### config.mk
export PLATFORM = sky130hd
export DESIGN_NAME = tftp_req_parser_flat
export DESIGN_NICKNAME = d
export VERILOG_FILES = /design/src/rtl/tftp_req_parser_if.sv /design/src/rtl/tftp_req_parser.sv /design/src/flat_wrapper.sv
export SDC_FILE = /design/constraint.sdc
export NUM_CORES = 1
export LEC_CHECK = 0
export BUFFER_PORTS_ARGS = -buffer_cell sky130_fd_sc_hd__clkbuf_2
export CAP_MARGIN = 0
export CELL_PAD_IN_SITES_DETAIL_PLACEMENT = 2
export CELL_PAD_IN_SITES_GLOBAL_PLACEMENT = 2
export CORE_UTILIZATION = 31
export DETAILED_ROUTE_END_ITERATION = 7
export PLACE_DENSITY_LB_ADDON = 0.2
export SETUP_SLACK_MARGIN = 0.15
export SLEW_MARGIN = 20
export SYNTH_ARGS = -nofsm -noshare
export SYNTH_HDL_FRONTEND = slang
export SYNTH_SLANG_ARGS = --single-unit
### constraint.sdc
create_clock -name clk -period 2.5 [get_ports clk]
set_input_delay 0.5 -clock clk [delete_from_list [all_inputs] [get_ports clk]]
set_output_delay 0.5 -clock clk [all_outputs]
set_load 0.05 [all_outputs]
### src/rtl/tftp_req_parser_if.sv
// Stream, mode-decoder and result signals of the TFTP request parser.
// master = payload source / decoder side, slave = the parser.
interface tftp_req_parser_if #(
  parameter int FNAME_AW = 6
);
  logic [7:0]        eth_data;
  logic              data_valid;
  logic              frame_start;
  logic              frame_end;
  logic              mode_clr;
  logic              mode_en;
  logic              mode_valid;
  logic              fname_we;
  logic [FNAME_AW-1:0] fname_addr;
  logic [7:0]        fname_data;
  logic [FNAME_AW:0] fname_len;
  logic              req_valid;
  logic              req_is_write;
  logic              req_error;
  logic [2:0]        err_code;

  modport master (
    output eth_data, data_valid, frame_start, frame_end, mode_valid,
    input  mode_clr, mode_en, fname_we, fname_addr, fname_data, fname_len,
           req_valid, req_is_write, req_error, err_code
  );

  modport slave (
    input  eth_data, data_valid, frame_start, frame_end, mode_valid,
    output mode_clr, mode_en, fname_we, fname_addr, fname_data, fname_len,
           req_valid, req_is_write, req_error, err_code
  );
endinterface

### src/rtl/tftp_req_parser.sv
// Walks a TFTP RRQ/WRQ payload (opcode, filename, mode) and issues one accept or
// reject pulse per frame. Define TFTP_FNAME_CAPTURE_EN to drive the filename write port.
module tftp_req_parser #(
  parameter int FNAME_MAX = 64,
  parameter int FNAME_AW  = 6,
  parameter int MODE_MAX  = 16
) (
  input  logic clk,
  input  logic reset,
  tftp_req_parser_if.slave bus
);
  localparam int MCW = $clog2(MODE_MAX + 1);
  localparam logic [FNAME_AW:0] FN_LIM = (FNAME_AW+1)'(FNAME_MAX);
  localparam logic [MCW-1:0]    MD_LIM = MCW'(MODE_MAX);

  typedef enum logic [2:0] {IDLE, OP_LO, FNAME, MODE, CHECK, DRAIN} state_t;

  state_t            state, state_nxt;
  logic [FNAME_AW:0] fcnt, fcnt_nxt;
  logic [FNAME_AW:0] flen_q, flen_nxt;
  logic [MCW-1:0]    mcnt, mcnt_nxt;
  logic              wr_q, wr_nxt;
  logic [2:0]        ecode_q, ecode_nxt;
  logic              err_q;
  logic              chk_end, chk_end_nxt;
  logic [2:0]        err_set;
  logic              chk_ok, chk_bad, men;
  logic              start_v, end_v, is_nul;

  assign start_v = bus.data_valid & bus.frame_start;
  assign end_v   = bus.data_valid & bus.frame_end;
  assign is_nul  = (bus.eth_data == 8'h00);

  always_comb begin
    state_nxt   = state;
    fcnt_nxt    = fcnt;
    flen_nxt    = flen_q;
    mcnt_nxt    = mcnt;
    wr_nxt      = wr_q;
    ecode_nxt   = ecode_q;
    chk_end_nxt = 1'b0;
    err_set     = 3'd0;
    chk_ok      = 1'b0;
    chk_bad     = 1'b0;
    men         = 1'b0;
    if (start_v) begin
      // a new frame always wins, whatever the old one was doing
      fcnt_nxt  = '0;
      flen_nxt  = '0;
      mcnt_nxt  = '0;
      wr_nxt    = 1'b0;
      ecode_nxt = 3'd0;
      if (!is_nul)    err_set = 3'd1;
      else if (end_v) err_set = 3'd5;
      else            state_nxt = OP_LO;
    end else begin
      case (state)
        OP_LO: if (bus.data_valid) begin
          if (bus.eth_data == 8'h01 || bus.eth_data == 8'h02) begin
            wr_nxt = (bus.eth_data == 8'h02);
            if (end_v) err_set = 3'd5;
            else       state_nxt = FNAME;
          end else begin
            err_set = 3'd1;
          end
        end
        FNAME: if (bus.data_valid) begin
          if (is_nul) begin
            if (fcnt == '0) err_set = 3'd2;
            else begin
              flen_nxt = fcnt;
              if (end_v) err_set = 3'd5;
              else       state_nxt = MODE;
            end
          end else if (fcnt == FN_LIM) begin
            err_set = 3'd2;
          end else begin
            fcnt_nxt = fcnt + 1'b1;
            if (end_v) err_set = 3'd5;
          end
        end
        MODE: if (bus.data_valid) begin
          men = 1'b1;
          if (is_nul) begin
            state_nxt   = CHECK;
            chk_end_nxt = end_v;
          end else if (mcnt == MD_LIM) begin
            err_set = 3'd3;
          end else begin
            mcnt_nxt = mcnt + 1'b1;
            if (end_v) err_set = 3'd5;
          end
        end
        CHECK: begin
          // decoder verdict is registered on the NUL edge, so it is ready here
          if (bus.mode_valid) chk_ok = 1'b1;
          else begin
            chk_bad   = 1'b1;
            ecode_nxt = 3'd4;
          end
          state_nxt = (chk_end || end_v) ? IDLE : DRAIN;
        end
        DRAIN: if (end_v) state_nxt = IDLE;
        default: ;
      endcase
    end
    if (err_set != 3'd0) begin
      ecode_nxt = err_set;
      state_nxt = end_v ? IDLE : DRAIN;
    end
  end

  always_ff @(posedge clk or negedge reset) begin
    if (!reset) begin
      state   <= IDLE;
      fcnt    <= '0;
      flen_q  <= '0;
      mcnt    <= '0;
      wr_q    <= 1'b0;
      ecode_q <= 3'd0;
      err_q   <= 1'b0;
      chk_end <= 1'b0;
    end else begin
      state   <= state_nxt;
      fcnt    <= fcnt_nxt;
      flen_q  <= flen_nxt;
      mcnt    <= mcnt_nxt;
      wr_q    <= wr_nxt;
      ecode_q <= ecode_nxt;
      err_q   <= (err_set != 3'd0);
      chk_end <= chk_end_nxt;
    end
  end

  assign bus.mode_clr     = start_v;
  assign bus.mode_en      = men;
  assign bus.fname_len    = flen_q;
  assign bus.req_is_write = wr_q;
  assign bus.req_valid    = chk_ok;
  assign bus.req_error    = err_q | chk_bad;
  assign bus.err_code     = chk_bad ? 3'd4 : ecode_q;

`ifdef TFTP_FNAME_CAPTURE_EN
  assign bus.fname_we   = (state == FNAME) && bus.data_valid && !bus.frame_start &&
                          !is_nul && (fcnt != FN_LIM);
  assign bus.fname_addr = fcnt[FNAME_AW-1:0];
  assign bus.fname_data = bus.eth_data;
`else
  assign bus.fname_we   = 1'b0;
  assign bus.fname_addr = '0;
  assign bus.fname_data = 8'h00;
`endif
endmodule

### src/flat_wrapper.sv
// flat-port wrapper written by rule: the top's interface ports become plain ports
module tftp_req_parser_flat 
#(
  parameter int FNAME_MAX = 64,
  parameter int FNAME_AW  = 6,
  parameter int MODE_MAX  = 16
)
  (clk, reset, bus_eth_data, bus_data_valid, bus_frame_start, bus_frame_end, bus_mode_valid, bus_mode_clr, bus_mode_en, bus_fname_we, bus_fname_addr, bus_fname_data, bus_fname_len, bus_req_valid, bus_req_is_write, bus_req_error, bus_err_code);
  tftp_req_parser_if #(.FNAME_AW(FNAME_AW)) bus_i ();
  input  logic clk;
  input  logic reset;
  input wire logic [$bits(bus_i.eth_data)-1:0] bus_eth_data;
  input wire logic [$bits(bus_i.data_valid)-1:0] bus_data_valid;
  input wire logic [$bits(bus_i.frame_start)-1:0] bus_frame_start;
  input wire logic [$bits(bus_i.frame_end)-1:0] bus_frame_end;
  input wire logic [$bits(bus_i.mode_valid)-1:0] bus_mode_valid;
  output wire logic [$bits(bus_i.mode_clr)-1:0] bus_mode_clr;
  output wire logic [$bits(bus_i.mode_en)-1:0] bus_mode_en;
  output wire logic [$bits(bus_i.fname_we)-1:0] bus_fname_we;
  output wire logic [$bits(bus_i.fname_addr)-1:0] bus_fname_addr;
  output wire logic [$bits(bus_i.fname_data)-1:0] bus_fname_data;
  output wire logic [$bits(bus_i.fname_len)-1:0] bus_fname_len;
  output wire logic [$bits(bus_i.req_valid)-1:0] bus_req_valid;
  output wire logic [$bits(bus_i.req_is_write)-1:0] bus_req_is_write;
  output wire logic [$bits(bus_i.req_error)-1:0] bus_req_error;
  output wire logic [$bits(bus_i.err_code)-1:0] bus_err_code;
  assign bus_i.eth_data = bus_eth_data;
  assign bus_i.data_valid = bus_data_valid;
  assign bus_i.frame_start = bus_frame_start;
  assign bus_i.frame_end = bus_frame_end;
  assign bus_i.mode_valid = bus_mode_valid;
  assign bus_mode_clr = bus_i.mode_clr;
  assign bus_mode_en = bus_i.mode_en;
  assign bus_fname_we = bus_i.fname_we;
  assign bus_fname_addr = bus_i.fname_addr;
  assign bus_fname_data = bus_i.fname_data;
  assign bus_fname_len = bus_i.fname_len;
  assign bus_req_valid = bus_i.req_valid;
  assign bus_req_is_write = bus_i.req_is_write;
  assign bus_req_error = bus_i.req_error;
  assign bus_err_code = bus_i.err_code;
  tftp_req_parser #(.FNAME_MAX(FNAME_MAX), .FNAME_AW(FNAME_AW), .MODE_MAX(MODE_MAX)) u_core (.clk(clk), .reset(reset), .bus(bus_i));
endmodule
==> summary.md <==
| Metric | Value |
|---|---|
| ANT cells | 0 |
| Post-synthesis mux area share | 1.55% |
| Max H-tree Level | 1 |
| Core ar. | 5960 um2 |
| Mapped Avg Cell Area | 8.37 um2 |
| Final nets | 280 |
| CTS tree | built |
| GP Congestion | 0.775 |
| Clock Tree Root | clkbuf_8 |
| Final HPWL DP | 4230 um |
| DRC viols | 0 |
| Multi-input gate area | 1090 um2 |
| Worst setup SP type | flip-flop |
| Height of the die | 81.0 um |
| Worst hold path type | in2async |
| DR vias | 1712 |
| Post-CTS Hold Buffers | 0 |
| Global-route usage over all layers | 18.2% |
| Max cap viols | 0 |
| Initial antenna violation count | 0 |
| Setup violators final | 0 |
| CTS Sinks | 28 |
| Mapped cell area | 1930 um2 |
| Pwr Density | 770 nW/um2 |
| Routed vias/inst | 5.10 |
| Req. time, crit path | 2000 ps |
| Global route overflow | 0 |
| Final Cycle Share | 88.2% |
| Post-Layout Cell Count | 336 |
| Mapped Cells | 231 |
| Reg area | 701 um2 |
| Leakage | 1.01 nW |
| XOR/XNOR Fraction of Synth Area | 4.98% |
| Final core utilization | 37.1% |
| Hold Vio Cnt, Final | 0 |
| Placed Instances | 332 |
| Asr flop ratio synth | 100% |
| Crit end category | output pin |
| Status | complete, no violations |
| Share of cells above drive strength 1 | 19.9% |
| First-pass GRT wire length | 9200 um |
| Worst-path fanout max | 4 |
| Fmax achieved | 454 MHz |
| Post-synthesis adder-cell area fraction | 3.10% |
| Slew margin rel. | 51.0% |
| Compound-gate portion of the synthesized area | 12.7% |
| FP Rows | 28 |
| Tmin final | 2200 ps |
| RSZ-0062 raised after global routing | false |
| EDFF count, synth | 0 |
| Final Max Tran Viols | 0 |
| Area delta synth->final | 14.2% |
| Worst-Margin Slew | 735 ps |
| Synth Flop Type | dfrtp_1 |
| Setup TNS | 0 ps |
| Initial Utilization | 32.5% |
| DR WL/cell | 16.5 um |
| Sequential share of the synthesized area | 36.2% |
| Port Buf Inserts | 28 |
| Skew-Pair Late Insertion Delay | 280 ps |
| Deepest clock path buffer count | 2 |
| Fillcell total | 704 |
| Simple-gate share of the synthesized area | 30.4% |
| Critical path class | reg2out |
| Number of global-route vias before repair | 1823 |
| Pre-Repair DR Iteration Count | 4 |
| Die area | 6560 um2 |
| Warnings, synthesis | 0 |
| Number of buffers created by CTS | 3 |
| Routed WL | 5550 um |
| IO Pins | 44 |
| Die width | 81.0 um |
| Reg2reg path depth | 6 |
| Max Clock Skew | 4.44 ps |
| Detailed Route Iter0 Violations | 60 |
| Largest net degree at the start of global routing | 29 |
| Worst path arrival time | 1700 ps |
| Main combinational cell family by area after synthesis | simple AND/OR/NAND/NOR gates |
| Peak supply drop | 281 uV |
| Post-CTS Setup Inserts | 0 |
| Reg clk slew, reported paths | 110 ps |
| Post-synthesis register bit count | 28 |
| Yosys cell types | 46 |
| Antenna-violating nets left | 0 |
| Total power | 0.00170 W |
==> metal layers <==
metal	share of wire (%)	GRT usage (%)
met2	50	32.0
met3	2.4	2.25
met5	0	0
met4	1.4	4.29
met1	46	23.6
==> state kept, by name, summed over array words and instances, names as in the netlist <==
signal and cells:
u_core.fcnt 7, u_core.bus.req_is_write 1, u_core.err_q 1, u_core.state 3
u_core.bus.fname_len 7, u_core.ecode_q 3, u_core.chk_end 1, u_core.mcnt 5
==> critical path: stages, from the launching register on <==
cell      delay (ps)
dfrtp_1          430
nor2_2           190
nand2_1          120
nor2_2           160
nand2_1          120
and2_1           170
clkbuf_2         230
==> Yosys cell counts, types with 3 or more instances <==
cell type / count / area (um2)
a21oi_1: 7 / 35.0
a31oi_1: 4 / 25.0
and2_1: 8 / 50.1
and3_1: 3 / 18.8
buf_2: 3 / 15.0
buf_4: 15 / 113
clkbuf_1: 7 / 26.3
dfrtp_1: 28 / 701
ha_1: 4 / 50.1
inv_1: 9 / 33.8
mux2i_1: 3 / 30.0
nand2_1: 19 / 71.3
nand2b_1: 8 / 50.1
nand3_1: 10 / 50.1
nand4_1: 4 / 25.0
nor2_1: 29 / 109
nor3_1: 8 / 40.0
o21ai_0: 15 / 75.1
o311ai_0: 3 / 26.3
xor2_1: 9 / 78.8
==> layout by cell type, fill, tap and decap left out, types with 3 or more instances in the layout <==
master	instances
a21oi_1	7
a31oi_1	4
and2_1	8
and3_1	3
buf_4	11
clkbuf_2	28
clkbuf_8	3
conb_1	15
dfrtp_1	28
ha_1	4
inv_1	9
mux2i_1	3
nand2_1	19
nand2b_1	8
nand3_1	10
nand4_1	4
nor2_1	27
nor3_1	7
o21ai_0	15
xor2_1	9
==> stage by stage <==
stage,hold slack (ps),cell area [um2],setup WS [ps]
2_1_floorplan,204,1990,389
3_3_place_gp,487,2130,224
3_5_place_dp,506,2130,117
4_1_cts,284,2210,194
5_1_grt,309,2210,177
6_report,261,2210,296
==> layout make-up <==
type                    count  area share [%]
clock inverters             1            1.36
well taps                  75            4.25
clock buffers               3            1.87
repair buffers             39            10.1
inverters                   9            1.53
flip-flops and latches     28            31.7
multi-input cells         181            49.2
==> final timing paths <==
| check | end | start | slack [ps] |
|---|---|---|---|
| max in group asynchronous | u_core.bus.fname_len[0] | reset | 1780 |
| setup reg to reg | u_core.state[2] | u_core.state[1] | 320 |
| min in group clk | u_core.bus.fname_len[5] | u_core.bus.fname_len[5] | 520 |
| setup / recovery | bus_err_code[0] | u_core.state[1] | 300 |
| hold / removal | u_core.state[1] | reset | 260 |
| hold reg to reg | u_core.bus.fname_len[5] | u_core.bus.fname_len[5] | 520 |
==> power by group <==
part | total, W | switching, W | leakage (nW) | internal (W)
Clock | 0.000370 | 0.000156 | 0.0357 | 0.000215
Sequential | 0.000544 | 0.0000416 | 0.379 | 0.000502
Combinational | 0.000787 | 0.000527 | 0.596 | 0.000260
==> cells by family after synthesis <==
group                      Yosys count
and+or+nand+nor                    108
AOI/OAI and AO/OA                   39
buffers and inverters               36
DFF                                 28
xor gates and xnor gates            11
adders and majority gates            5
muxes                                3
other                                1
==> timing repair <==
item,CTS,global route
pin swaps,0,0
gates resized for setup,1,2
setup endpoints to repair,2,5
Power figures use the tool's default switching activity.
